$ cat src/rtl/vx_req_credit_sched.sv
// Credit-based round-robin request scheduler.
// NUM_REQS requesters share one downstream request port. Each requester may
// have at most MAX_PENDING requests in flight. The requester index rides in
// the low bits of the outgoing tag and steers the response back.
module vx_req_credit_sched #(
  parameter int NUM_REQS     = 4,
  parameter int DATAW        = 64,
  parameter int RSP_DATAW    = 32,
  parameter int TAG_IN_WIDTH = 8,
  parameter int MAX_PENDING  = 4,
  localparam int LOG_NUM_REQS  = $clog2(NUM_REQS),
  localparam int TAG_OUT_WIDTH = TAG_IN_WIDTH + LOG_NUM_REQS,
  localparam int CNTW          = $clog2(MAX_PENDING + 1)
) (
  input  logic                                   clk,
  input  logic                                   reset,
  input  logic                                   drain,
  input  logic [NUM_REQS-1:0]                    req_valid_in,
  input  logic [NUM_REQS-1:0][DATAW-1:0]         req_data_in,
  input  logic [NUM_REQS-1:0][TAG_IN_WIDTH-1:0]  req_tag_in,
  output logic [NUM_REQS-1:0]                    req_ready_in,
  output logic                                   req_valid_out,
  output logic [DATAW-1:0]                       req_data_out,
  output logic [TAG_OUT_WIDTH-1:0]               req_tag_out,
  input  logic                                   req_ready_out,
  input  logic                                   rsp_valid_in,
  input  logic [RSP_DATAW-1:0]                   rsp_data_in,
  input  logic [TAG_OUT_WIDTH-1:0]               rsp_tag_in,
  output logic                                   rsp_ready_in,
  output logic [NUM_REQS-1:0]                    rsp_valid_out,
  output logic [RSP_DATAW-1:0]                   rsp_data_out,
  output logic [TAG_IN_WIDTH-1:0]                rsp_tag_out,
  input  logic [NUM_REQS-1:0]                    rsp_ready_out,
  output logic                                   idle
);

  logic                     req_valid_q, req_valid_d;
  logic [DATAW-1:0]         req_data_q, req_data_d;
  logic [TAG_OUT_WIDTH-1:0] req_tag_q, req_tag_d;
  logic [LOG_NUM_REQS-1:0]  ptr_q, ptr_d;
  logic [CNTW-1:0]          pending_q [NUM_REQS];
  logic [CNTW-1:0]          pending_d [NUM_REQS];

  logic                     load;
  logic [NUM_REQS-1:0]      eligible;
  logic                     found;
  logic                     grant;
  logic [LOG_NUM_REQS-1:0]  grant_idx;
  logic [NUM_REQS-1:0]      grant_oh;
  logic [LOG_NUM_REQS-1:0]  rsp_sel;
  logic                     rsp_sel_hit;
  logic [NUM_REQS-1:0]      rsp_fire;
  logic                     underflow;

  // Eligibility uses registered credit counts only, so ready never loops back.
  always_comb begin
    for (int i = 0; i < NUM_REQS; i++) begin
      eligible[i] = req_valid_in[i] & (pending_q[i] < CNTW'(MAX_PENDING)) & ~drain;
    end
  end

  // Round-robin pick: first eligible index after ptr, wrapping.
  always_comb begin
    load      = ~req_valid_q | req_ready_out;
    found     = 1'b0;
    grant_idx = '0;
    for (int k = 1; k <= NUM_REQS; k++) begin
      for (int i = 0; i < NUM_REQS; i++) begin
        if (!found && eligible[i] &&
            ((int'(ptr_q) + k == i) || (int'(ptr_q) + k == i + NUM_REQS))) begin
          found     = 1'b1;
          grant_idx = LOG_NUM_REQS'(i);
        end
      end
    end
    grant    = load & found;
    grant_oh = '0;
    if (grant) grant_oh[grant_idx] = 1'b1;
  end

  // Response steering is purely combinational on the tag's index bits.
  always_comb begin
    rsp_sel       = rsp_tag_in[LOG_NUM_REQS-1:0];
    rsp_sel_hit   = 1'b0;
    rsp_ready_in  = 1'b0;
    rsp_valid_out = '0;
    for (int i = 0; i < NUM_REQS; i++) begin
      if (rsp_sel == LOG_NUM_REQS'(i)) begin
        rsp_sel_hit      = 1'b1;
        rsp_ready_in     = rsp_ready_out[i];
        rsp_valid_out[i] = rsp_valid_in;
      end
    end
    rsp_fire = rsp_valid_out & {NUM_REQS{rsp_ready_in}};
  end

  // Credit counters: +1 on grant, -1 on response fire, clamped at zero.
  always_comb begin
    underflow = 1'b0;
    for (int i = 0; i < NUM_REQS; i++) begin
      pending_d[i] = pending_q[i];
      underflow    = underflow | (rsp_fire[i] & (pending_q[i] == '0));
      case ({grant_oh[i], rsp_fire[i]})
        2'b10:   pending_d[i] = pending_q[i] + CNTW'(1);
        2'b01:   if (pending_q[i] != '0) pending_d[i] = pending_q[i] - CNTW'(1);
        default: pending_d[i] = pending_q[i];
      endcase
    end
  end

  // One-entry elastic output register; holds while stalled downstream.
  always_comb begin
    req_valid_d = req_valid_q;
    req_data_d  = req_data_q;
    req_tag_d   = req_tag_q;
    ptr_d       = ptr_q;
    if (grant) begin
      req_valid_d = 1'b1;
      req_data_d  = req_data_in[grant_idx];
      req_tag_d   = {req_tag_in[grant_idx], grant_idx};
      ptr_d       = grant_idx;
    end else if (load) begin
      req_valid_d = 1'b0;
    end
  end

  // Idle when nothing is buffered and no credit is in use.
  always_comb begin
    idle = ~req_valid_q;
    for (int i = 0; i < NUM_REQS; i++) begin
      if (pending_q[i] != '0) idle = 1'b0;
    end
  end

  // State registers; ptr resets to the last index so requester 0 wins first.
  always_ff @(posedge clk or posedge reset) begin
    if (reset) begin
      req_valid_q <= 1'b0;
      req_data_q  <= '0;
      req_tag_q   <= '0;
      ptr_q       <= LOG_NUM_REQS'(NUM_REQS - 1);
      for (int i = 0; i < NUM_REQS; i++) pending_q[i] <= '0;
    end else begin
      req_valid_q <= req_valid_d;
      req_data_q  <= req_data_d;
      req_tag_q   <= req_tag_d;
      ptr_q       <= ptr_d;
      for (int i = 0; i < NUM_REQS; i++) pending_q[i] <= pending_d[i];
    end
  end

  assign req_ready_in  = grant_oh;
  assign req_valid_out = req_valid_q;
  assign req_data_out  = req_data_q;
  assign req_tag_out   = req_tag_q;
  assign rsp_data_out  = rsp_data_in;
  assign rsp_tag_out   = rsp_tag_in[TAG_OUT_WIDTH-1:LOG_NUM_REQS];

  // Response index must name a real requester, and must have a credit to return.
  a_rsp_sel_legal: assert property (@(posedge clk) disable iff (reset)
    rsp_valid_in |-> rsp_sel_hit);
  a_rsp_no_underflow: assert property (@(posedge clk) disable iff (reset)
    !underflow);

endmodule

$ cat config.mk
export PLATFORM = sky130hd
export DESIGN_NAME = vx_req_credit_sched
export DESIGN_NICKNAME = d
export VERILOG_FILES = /design/src/rtl/vx_req_credit_sched.sv
export SDC_FILE = /design/constraint.sdc
export NUM_CORES = 1
export LEC_CHECK = 0
export BUFFER_PORTS_ARGS = -buffer_cell sky130_fd_sc_hd__buf_4
export CORE_AREA = 2 2 184 186
export CTS_CLUSTER_DIAMETER = 40
export DETAILED_ROUTE_END_ITERATION = 6
export DIE_AREA = 0 0 186 188
export PLACE_DENSITY = 0.52
export SYNTH_ARGS = -nofsm -noshare
export SYNTH_HDL_FRONTEND = slang
export SYNTH_SLANG_ARGS = --single-unit
$ cat constraint.sdc
create_clock -name clk -period 5.6 [get_ports clk]
set_clock_uncertainty 0.2 [all_clocks]
set_input_delay 0.28 -clock clk [delete_from_list [all_inputs] [get_ports clk]]
set_output_delay 0.28 -clock clk [all_outputs]
set_load 0.05 [all_outputs]
==> results.py <==
metrics = {
    "status": {
        "status": "completed",
    },
    "pwr": {
        "power_leakage_nw": 5.17,
        "power_w": 0.00457,
        "max-vdd-ir-drop_mv": 0.157,
        "powerDensity_mw_per_mm2": 485,
    },
    "route": {
        "drt_iter0_markers": 209,
        "routedWlPerCell_um": 16.6,
        "num_vias": 6005,
        "route.detailed.drc": 0,
        "wl_mm": 22.8,
        "ant_nets": 0,
        "drt_pass1_iterations": 4,
        "avgViaCountPerCell": 4.37,
    },
    "logic_synthesis": {
        "synthTopCellsByArea": "dfrtp_1 36%, mux2i_1 25%, o221ai_1 11%, nand2_1 5.5%, buf_4 5.3%",
        "syn-num-nets": 944,
        "async_flop_share": 1.00,
        "synthCells": 597,
        "synthDominantCellAreaShare": 0.358,
        "syn_area_mm2": 0.00607,
        "yosysMostFrequentCell": "mux2i_1",
        "netlist_top_cells_count": "151 x mux2i_1, 89 x nand2_1, 87 x dfrtp_1, 75 x o221ai_1, 43 x buf_4",
        "syn_area_per_cell_um2": 10.2,
        "synth_edf_count": 0,
        "ys_seq_area_frac": 0.367,
        "synth_largest_area_cell": "dfrtp_1",
        "yosys_warnings": 0,
        "synth_cell_type_count": 60,
        "ys_seq_elements": 89,
        "yosys_most_used_dff": "dfrtp_1",
    },
    "finish": {
        "stdcell_area_mm2": 0.00942,
        "layout-drive-gt1-share": 0.462,
        "nNetsFinal": 1268,
        "antenna_cells": 0,
        "syn_to_final_growth_pct": 55.0,
    },
    "floorplanning": {
        "ioPinCount": 468,
        "fp.dieW_um": 186,
        "initial_utilization": 0.183,
        "die_h_um": 188,
        "coreArea_mm2": 0.0331,
        "rows": 67,
        "dieArea_mm2": 0.0350,
    },
    "min_path": {
        "hp-class": "in -> reg",
    },
    "cts": {
        "cts_tree": "built",
        "clk_pin_slew_ns": 0.07,
        "htreeDepth": 3,
        "clk_path_buf_depth": 2,
        "cts_buffers": 9,
        "cts.sinks": 89,
        "worstSkewPairLatency_ns": 0.34,
        "root_buffer": "clkbuf_16",
    },
    "timing": {
        "hold_violations": 0,
        "slew_violations": 0,
        "period_needed_ns": 3.57,
        "tns_ns": 0,
        "grt_setup_unrepaired": "false",
        "tightest_slew_ns": 0.949,
        "fmax_ghz": 0.280,
        "setup_viol": 0,
        "post-route-period-util": 0.638,
        "relSlewSlack": 0.367,
    },
    "grt": {
        "grt_use_total": 0.128,
        "antenna_found_initial": 0,
        "first_global_vias": 6331,
        "grt_pass1_wl_mm": 34.8,
        "grt_max_degree": 79,
        "grt_overflow": 0,
    },
    "setup_path": {
        "worstPathRequired_ns": 5.62,
        "path_class": "reg -> reg",
        "critPathBufInv": 0,
        "worstPathCellList": "nor4b_1, a221oi_2, a211o_2, nor3_4, or2_2, xnor2_1, ha_1, o21a_1, mux2i_1, o211ai_1",
        "ff2ff_setup_slack_ns": 2.03,
        "slowest_stage": "a211o_2",
        "endpoint_kind": "register",
        "startpoint_type": "register",
        "arrival_ns": 3.59,
        "critPathMaxStageDelay_ns": 0.68,
        "crit_family": "simple AND/OR/NAND/NOR gates",
        "path_max_fanout": 40,
    },
    "placement": {
        "place.gp.congestion": 0.816,
        "io_buffers": 387,
        "dp_hpwl_mm": 17.7,
        "place_area_mm2": 0.00908,
    },
    "job": {
        "maxCapViolCount": 0,
    },
}
-- placed cells by master (no fill, tap or decap), types with 2 or more instances in the layout --
cell type and n:
ha_1 3, o22ai_1 2, buf_4 391, xnor2_1 6
inv_1 4, mux2i_1 151, a22oi_2 2, o21ai_2 2
nand2_1 88, clkbuf_1 2, nor2b_1 5, dfrtp_1 87
a21oi_1 6, dfstp_2 2, nand2b_1 5, o211ai_1 4
nor2_1 19, a41oi_1 2, clkbuf_16 9, nand3_1 4
buf_12 2, o21ai_0 7, o221ai_1 75, or4b_1 2
bufinv_16 2
-- report_power, final --
group / internal (W) / leakage (nW) / switching (W) / total, W
Sequential: 0.000945 / 1.08 / 0.000216 / 0.00116
Clock: 0.000406 / 0.153 / 0.000283 / 0.000688
Combinational: 0.000969 / 3.94 / 0.00175 / 0.00272
Total: 0.00232 / 5.17 / 0.00225 / 0.00457
-- what timing repair did --
item,in CTS,in global routing
setup endpoints to repair,0,0
hold buffers,1,0
resized for setup,0,0
buffers inserted,0,0
hold endpoints to repair,45,0
-- kinds of logic (layout without fill, tap and decap cells) --
family | count (synthesis) | after routing | synth area share
AOI/OAI and AO/OA | 116 | 116 | 0.160
xor gates and xnor gates | 6 | 6 | 0.00865
buffers and inverters | 87 | 416 | 0.0929
adders and majority gates | 4 | 4 | 0.00948
muxes | 152 | 152 | 0.253
DFF | 89 | 89 | 0.367
and+or+nand+nor | 143 | 143 | 0.109
-- worst paths after layout --
path | startpoint | to | depth (start not counted)
min in group asynchronous | reset | req_data_out[17]$_DFFE_PP0N_ | 3
worst min-delay path | req_tag_in[18] | req_tag_out[4]$_DFFE_PP0N_ | 3
max in group asynchronous | reset | req_valid_out$_DFFE_PP0P_ | 4
worst max-delay path | pending_q[8]$_DFFE_PP0P_ | pending_q[7]$_DFFE_PP0P_ | 10
worst max register to register | pending_q[8]$_DFFE_PP0P_ | pending_q[7]$_DFFE_PP0P_ | 10
worst min register to register | req_tag_out[1]$_DFFE_PP0N_ | req_tag_out[1]$_DFFE_PP0N_ | 2
-- tightest hold or removal path, stage by stage --
cell,delay [ns]
buf_4,0.08
mux2i_1,0.06
o221ai_1,0.14
-- final cells by class --
type | count | area [um2]
clock buffers | 12 | 246
clock inverters | 4 | 76.3
inverters | 6 | 25.0
multi-input cells | 421 | 3290
flip-flops and latches | 89 | 2230
well taps | 448 | 561
repair buffers | 394 | 2990
fillers | 3559 | 23700
-- sequential cells by signal (all words and copies together), names as in the netlist --
signal	cells
req_valid_out	1
req_data_out	64
ptr_q	2
pending_q	12
req_tag_out	10
-- metrics by stage --
step	setup slack (ns)	hold WS, ns	utilization	std cells
after floorplan	2.34	0.284	-	597
after global placement	2.16	0.211	0.274	1357
after detailed placement	2.04	0.201	0.274	1357
after CTS	2.03	0.0294	0.284	1374
after global routing	1.68	0.0471	0.284	1374
final	2.03	0.0488	0.284	1374
-- per-layer routing --
| layer | vias to the layer above | part of all wire | GRT usage |
|---|---|---|---|
| met5 | - | 0 | 0 |
| met4 | 0 | 0.010 | 0.0294 |
| met3 | 16 | 0.068 | 0.0305 |
| met2 | 260 | 0.51 | 0.225 |
| met1 | 2875 | 0.41 | 0.157 |
| li1 | 2854 | - | - |
Note: power is estimated with default switching activity, not from simulation.
